## src/rtl/io_bank_if.sv

```systemverilog
// io_bank_if: config, core-side and pad-side signal bundle for io_bank_ctrl
interface io_bank_if #(
  parameter int NUM_IO     = 8,
  parameter int CONF_WIDTH = 3
);
  localparam int CFG_W = 4 + CONF_WIDTH;
  localparam int AW    = (NUM_IO > 1) ? $clog2(NUM_IO) : 1;
  logic                         cfg_we;
  logic [AW-1:0]                cfg_addr;
  logic [CFG_W-1:0]             cfg_wdata;
  logic [CFG_W-1:0]             cfg_rdata;
  logic [NUM_IO-1:0]            core_out;
  logic [NUM_IO-1:0]            core_oe;
  logic [NUM_IO-1:0]            core_in;
  logic [NUM_IO-1:0]            irq_clr;
  logic [NUM_IO-1:0]            irq_pending;
  logic                         irq;
  logic [NUM_IO-1:0]            pad_out;
  logic [NUM_IO-1:0]            pad_oe;
  logic [NUM_IO-1:0]            pad_in;
  logic [NUM_IO*CONF_WIDTH-1:0] pad_cfg;
  modport slave (
    input  cfg_we, cfg_addr, cfg_wdata, core_out, core_oe, irq_clr, pad_in,
    output cfg_rdata, core_in, irq_pending, irq, pad_out, pad_oe, pad_cfg
  );
  modport master (
    output cfg_we, cfg_addr, cfg_wdata, core_out, core_oe, irq_clr, pad_in,
    input  cfg_rdata, core_in, irq_pending, irq, pad_out, pad_oe, pad_cfg
  );
endinterface

```

## src/rtl/io_bank_ctrl.sv

```systemverilog
// io_bank_ctrl: per-channel pad muxing, input sync/glitch filter and edge interrupts
module io_bank_ctrl #(
  parameter int NUM_IO     = 8,
  parameter int CONF_WIDTH = 3,
  parameter int FILT_LEN   = 4
) (
  input logic      clk,
  input logic      rst,
  io_bank_if.slave io
);
  localparam int CFG_W = 4 + CONF_WIDTH;
  localparam int AW    = (NUM_IO > 1) ? $clog2(NUM_IO) : 1;
  localparam int CW    = $clog2(FILT_LEN);

  logic [CFG_W-1:0]             r_cfg [NUM_IO];
  logic [CW-1:0]                r_cnt [NUM_IO];
  logic [NUM_IO-1:0]            r_s1, r_s2, r_filt, r_core_in, r_prev, r_pend, r_pad_out, r_pad_oe;
  logic [NUM_IO-1:0]            w_sel, w_wclr, w_m0, w_m1, w_fe, w_ie;
  logic [NUM_IO*CONF_WIDTH-1:0] w_pad_cfg;
  logic                         w_ok;

  assign w_ok = {1'b0, io.cfg_addr} < (AW+1)'(NUM_IO);

  always_comb begin
    w_sel     = '0;
    w_wclr    = '0;
    w_m0      = '0;
    w_m1      = '0;
    w_fe      = '0;
    w_ie      = '0;
    w_pad_cfg = '0;
    for (int i = 0; i < NUM_IO; i++) begin
      w_sel[i]  = w_ok && io.cfg_we && io.cfg_addr == AW'(i);
      w_wclr[i] = w_sel[i] && !io.cfg_wdata[3];
      w_m0[i]   = r_cfg[i][0];
      w_m1[i]   = r_cfg[i][1];
      w_fe[i]   = r_cfg[i][2];
      w_ie[i]   = r_cfg[i][3];
      w_pad_cfg[i*CONF_WIDTH +: CONF_WIDTH] = r_cfg[i][CFG_W-1:4];
    end
  end

  always_ff @(posedge clk) begin
    for (int i = 0; i < NUM_IO; i++) begin
      if (rst) begin
        r_cfg[i]  <= '0;
        r_cnt[i]  <= '0;
        r_filt[i] <= 1'b0;
      end else begin
        if (w_sel[i]) r_cfg[i] <= io.cfg_wdata;
        if (!w_fe[i]) begin
          r_filt[i] <= r_s2[i];
          r_cnt[i]  <= '0;
        end else if (r_s2[i] == r_filt[i]) begin
          r_cnt[i]  <= '0;
        end else if (r_cnt[i] == CW'(FILT_LEN-1)) begin
          r_filt[i] <= r_s2[i];
          r_cnt[i]  <= '0;
        end else begin
          r_cnt[i]  <= r_cnt[i] + 1'b1;
        end
      end
    end
    if (rst) begin
      r_s1      <= '0;
      r_s2      <= '0;
      r_core_in <= '0;
      r_prev    <= '0;
      r_pend    <= '0;
      r_pad_out <= '0;
      r_pad_oe  <= '0;
    end else begin
      r_s1      <= io.pad_in;
      r_s2      <= r_s1;
      r_pad_oe  <= w_m0 & (~w_m1 | io.core_oe);
      r_pad_out <= w_m0 & io.core_out;
      r_core_in <= w_m1 & ((w_fe & r_filt) | (~w_fe & r_s2));
      r_prev    <= r_core_in;
      // config write with irq_en=0 beats a new edge, which beats irq_clr
      r_pend    <= ~w_wclr & ((w_ie & (r_core_in ^ r_prev)) | (r_pend & ~io.irq_clr));
    end
  end

  assign io.cfg_rdata   = w_ok ? r_cfg[io.cfg_addr] : '0;
  assign io.core_in     = r_core_in;
  assign io.irq_pending = r_pend;
  assign io.irq         = |r_pend;
  assign io.pad_out     = r_pad_out;
  assign io.pad_oe      = r_pad_oe;
  assign io.pad_cfg     = w_pad_cfg;
endmodule

```

## src/flat_wrapper.sv

```systemverilog
// flat-port wrapper written by rule: the top's interface ports become plain ports
module io_bank_ctrl_flat 
#(
  parameter int NUM_IO     = 8,
  parameter int CONF_WIDTH = 3,
  parameter int FILT_LEN   = 4
)
  (clk, rst, io_cfg_we, io_cfg_addr, io_cfg_wdata, io_core_out, io_core_oe, io_irq_clr, io_pad_in, io_cfg_rdata, io_core_in, io_irq_pending, io_irq, io_pad_out, io_pad_oe, io_pad_cfg);
  io_bank_if #(.NUM_IO(NUM_IO), .CONF_WIDTH(CONF_WIDTH)) io_i ();
  input logic clk;
  input logic rst;
  input wire logic [$bits(io_i.cfg_we)-1:0] io_cfg_we;
  input wire logic [$bits(io_i.cfg_addr)-1:0] io_cfg_addr;
  input wire logic [$bits(io_i.cfg_wdata)-1:0] io_cfg_wdata;
  input wire logic [$bits(io_i.core_out)-1:0] io_core_out;
  input wire logic [$bits(io_i.core_oe)-1:0] io_core_oe;
  input wire logic [$bits(io_i.irq_clr)-1:0] io_irq_clr;
  input wire logic [$bits(io_i.pad_in)-1:0] io_pad_in;
  output wire logic [$bits(io_i.cfg_rdata)-1:0] io_cfg_rdata;
  output wire logic [$bits(io_i.core_in)-1:0] io_core_in;
  output wire logic [$bits(io_i.irq_pending)-1:0] io_irq_pending;
  output wire logic [$bits(io_i.irq)-1:0] io_irq;
  output wire logic [$bits(io_i.pad_out)-1:0] io_pad_out;
  output wire logic [$bits(io_i.pad_oe)-1:0] io_pad_oe;
  output wire logic [$bits(io_i.pad_cfg)-1:0] io_pad_cfg;
  assign io_i.cfg_we = io_cfg_we;
  assign io_i.cfg_addr = io_cfg_addr;
  assign io_i.cfg_wdata = io_cfg_wdata;
  assign io_i.core_out = io_core_out;
  assign io_i.core_oe = io_core_oe;
  assign io_i.irq_clr = io_irq_clr;
  assign io_i.pad_in = io_pad_in;
  assign io_cfg_rdata = io_i.cfg_rdata;
  assign io_core_in = io_i.core_in;
  assign io_irq_pending = io_i.irq_pending;
  assign io_irq = io_i.irq;
  assign io_pad_out = io_i.pad_out;
  assign io_pad_oe = io_i.pad_oe;
  assign io_pad_cfg = io_i.pad_cfg;
  io_bank_ctrl #(.NUM_IO(NUM_IO), .CONF_WIDTH(CONF_WIDTH), .FILT_LEN(FILT_LEN)) u_core (.clk(clk), .rst(rst), .io(io_i));
endmodule
```

## config.mk

```make
export PLATFORM = sky130hd
export DESIGN_NAME = io_bank_ctrl_flat
export DESIGN_NICKNAME = d
export VERILOG_FILES = /design/src/rtl/io_bank_if.sv /design/src/rtl/io_bank_ctrl.sv /design/src/flat_wrapper.sv
export SDC_FILE = /design/constraint.sdc
export NUM_CORES = 1
export LEC_CHECK = 0
export CORE_MARGIN = 5
export CORE_UTILIZATION = 39
export DETAILED_ROUTE_END_ITERATION = 12
export MAX_ROUTING_LAYER = met4
export PLACE_DENSITY = 0.66
export SETUP_SLACK_MARGIN = 0.4
export SYNTH_ARGS = -nofsm -noshare
export SYNTH_HDL_FRONTEND = slang
export SYNTH_SLANG_ARGS = --single-unit
export TNS_END_PERCENT = 10
```

## constraint.sdc

```tcl
create_clock -name clk -period 2.21 [get_ports clk]
set_clock_uncertainty 0.05 [all_clocks]
set_input_delay 0.3315 -clock clk [delete_from_list [all_inputs] [get_ports clk]]
set_output_delay 0.3315 -clock clk [all_outputs]
set_load 0.05 [all_outputs]
```

==> out/metrics.cfg <==
[route]
post_drt_wl_per_cell_um = 17.6
vias = 3859
drt-vias-per-instance = 4.80
post-route-drc-count = 0
ant_nets = 0
dr.pass1.iters = 5
routed_wl_mm = 14.1
first_iter_violations = 210

[timing]
finalCriticalPeriod_ps = 2150
slew_violations = 0
period_share_pct = 97.4
final-setup-viol-count = 0
clock.fmax_ghz = 0.464
max-slew-margin-rel_pct = 54.1
tightestPinTransition_ps = 683
hold_viol_final = 0
rsz0062_at_grt = yes
fin_ws_ps = 57.1

[cells_and_area]
area_delta_synth_final_pct = 37.3
n_antenna_cell = 0
layout.nets = 660
utilization_pct = 54.8
drive_above_1_share_pct = 20.2

[pwr]
p_sw_w = 0.00155
power.internal_w = 0.00506
power.density_nw_per_um2 = 823
p_leak_nw = 3.17
pwr-share-comb_pct = 13.8
pwr-share-clk_pct = 43.0
power_w = 0.00661
power_frac_seq_pct = 43.3
p_sw_share_pct = 23.4
ir_drop_uv = 727

[clock_network]
cts_tree = done
cts_num_sinks = 136
path_clk_slew_ps = 50
clk_latency_ps = 410
clock_path_buffers = 2
ctsRootBufferMaster = clkbuf_16
numCtsBuffers = 17
hold_buffers = 0
cts_max_level = 4

[critical_path]
reg2reg_from = u_core.r_cnt[1][0]$_SDFFCE_PN0P_
cp-end-kind = output pin
r2r_end = u_core.r_cnt[1][1]$_SDFFCE_PN0P_
worstPathMaxFanout = 2
cp_data_arrival_time_ps = 1770
worstPathCellList = mux4_2 > mux2_2 > buf_6
cp_slowest_cell = mux4_2
crit_buf_inv = 1
cp_data_required_time_ps = 1830
regToRegSetupSlack_ps = 870
max_stage_delay_ps = 500
crit_path_start_kind = flip-flop
ff2ff_path_depth = 3
cp_top_family = multiplexers
path_class = flip-flop to output pin

[job]
cap_violations = 0

[floorplan]
initial_core_util_pct = 39.9
die_h_um = 132
num_rows = 44
die_x_um = 132
ios = 109
die_area_um2 = 17500
core_um2 = 14600

[place]
dpl_worst_slack_ps = -239
gp_congestion = 0.808
dp_hpwl_mm = 10.4
port_buffers = 108

[min_path]
min_to = u_core.io.pad_oe[3]$_SDFF_PP0_
min_path_type = input pin to flip-flop
hp-start = rst
min_path_cells = 2

[synth]
yosys_warnings = 0
yosysMostFrequentCell = edfxtp_1
synth_simple_gate_area_share_pct = 20.2
synth_xor_xnor_area_share_pct = 2.40
async_reset_ff_share_pct = 0
yosys-top-cells-count = 72 x edfxtp_1, 64 x dfxtp_1, 56 x and2_1
synthDistinctLibCells = 32
synth.area.top_cells = edfxtp_1 37%, dfxtp_1 22%, and2_1 6.0%, nor2b_1 4.3%, mux4_1 4.0%
post_synth_inst_count = 443
avgSynthCellArea_um2 = 13.2
syn_area_um2 = 5850
synth_mux_area_share_pct = 10.4
synth_top_area_share_pct = 37.0
ys_ff_latch = 136
synth-compound-area-share_pct = 1.71
ys_seq_area_share_pct = 58.9
synthAdderAreaFrac_pct = 1.71
synth_top_area_cell = edfxtp_1
synth_top_family_by_area = simple AND/OR/NAND/NOR gates
synth_edf_count = 72
synth_flop_cell = edfxtp_1

[status]
status = finished, final reports clean

[global_route]
grt_antenna_before_repair = 0
grt_max_degree = 33
grt_pass1_wl_mm = 22.1
track_usage_pct = 16.9
grt_pass1_vias = 4056
gr-total-overflow = 0

layer usage:
| metal | global-route usage, % | routed length [um] |
|---|---|---|
| met3 | 4.14 | 742 |
| met4 | 5.02 | 189 |
| met5 | - | 0 |
| met1 | 19.1 | 5640 |
| met2 | 29.8 | 7560 |
how the worst max path moves through the flow:
stage               cells after the start                             start         endpoint  slack, ps
global route                            3  u_core.r_cfg[3][6]$_SDFFCE_PN0P_  io_cfg_rdata[6]         20
floorplan                               3                    io_cfg_addr[1]  io_cfg_rdata[0]        410
CTS                                     3  u_core.r_cfg[5][2]$_SDFFCE_PN0P_  io_cfg_rdata[2]         50
finish                                  3  u_core.r_cfg[3][6]$_SDFFCE_PN0P_  io_cfg_rdata[6]         60
global placement                        5                    io_cfg_addr[0]  io_cfg_rdata[3]       -220
detailed placement                      5                    io_cfg_addr[0]  io_cfg_rdata[2]       -240
stage by stage:
step,setup TNS (ps),area [um^2],hold WS [ps],std cells
finish,0,8030,295,804
global route,0,8030,314,804
CTS,0,8010,277,800
detailed placement,-1760,7120,374,732
global placement,-1390,7120,373,732
floorplan,0,5910,364,458
placed cells by master (no fill, tap or decap), types with 2 or more instances in the layout:
cell / count
clkdlybuf4s50_1: 97
edfxtp_1: 72
dfxtp_1: 64
buf_4: 61
and2_1: 56
nor2b_1: 40
clkbuf_16: 17
nor2_1: 16
mux2i_1: 16
nor3b_1: 16
conb_1: 16
mux4_2: 14
nor3_1: 14
nand2b_1: 11
nor4_1: 10
o21bai_1: 8
and3b_1: 8
xor2_1: 8
a21oi_1: 8
xnor2_1: 8
nor4b_1: 8
ha_1: 8
mux2_4: 6
buf_6: 6
clkinv_2: 5
bufinv_16: 4
nand2_1: 3
clkinv_1: 3
clkbuf_1: 3
nor3_2: 2
buf_2: 2
dlygate4sd2_1: 2
buf_12: 2
registers in the layout, summed over array words and instances (netlist names):
| name | count |
|---|---|
| u_core.r_cnt | 16 |
| u_core.io.core_in | 8 |
| u_core.io.pad_oe | 8 |
| u_core.io.pad_out | 8 |
| u_core.r_filt | 8 |
| u_core.r_cfg | 56 |
| u_core.io.irq_pending | 8 |
| u_core.r_prev | 8 |
| u_core.r_s1 | 8 |
| u_core.r_s2 | 8 |
final cells by class:
class                   count  area [um^2]
flip-flops and latches    136         3440
clock buffers              20          437
well taps                 184          230
multi-input cells         280         2160
fillers                  1251         6610
repair buffers            172         1610
clock inverters            12          156
power by group through the flow:
stage / clock network (W) / logic [W] / registers [W]
after global placement: 0 / 0.000787 / 0.00293
after floorplan: 0 / 0.000477 / 0.00295
final: 0.00284 / 0.000909 / 0.00286
after CTS: 0.00289 / 0.000909 / 0.00286
after detailed placement: 0 / 0.000799 / 0.00293
after global routing: 0.00300 / 0.000955 / 0.00287
cell families (layout without fill, tap and decap cells):
family | after synthesis | in the layout
xor gates and xnor gates | 16 | 16
buffers and inverters | 42 | 204
muxes | 37 | 37
DFF | 136 | 136
and+or+nand+nor | 187 | 187
other | 1 | 16
AOI/OAI and AO/OA | 16 | 16
adders and majority gates | 8 | 8
worst reg2reg max path, cell delays in order (launching register included):
cell and delay (ps):
edfxtp_1 400, ha_1 210, nand2b_1 180, nor4b_1 300
what timing repair did:
action / CTS / global route
gates cloned: 1 / 0
gates resized for setup: 22 / 4
buffers inserted: 35 / 4
endpoints found under the hold margin: 0 / 0
setup endpoints to repair: 68 / 71
No activity file was read; power rests on OpenSTA's default activity.
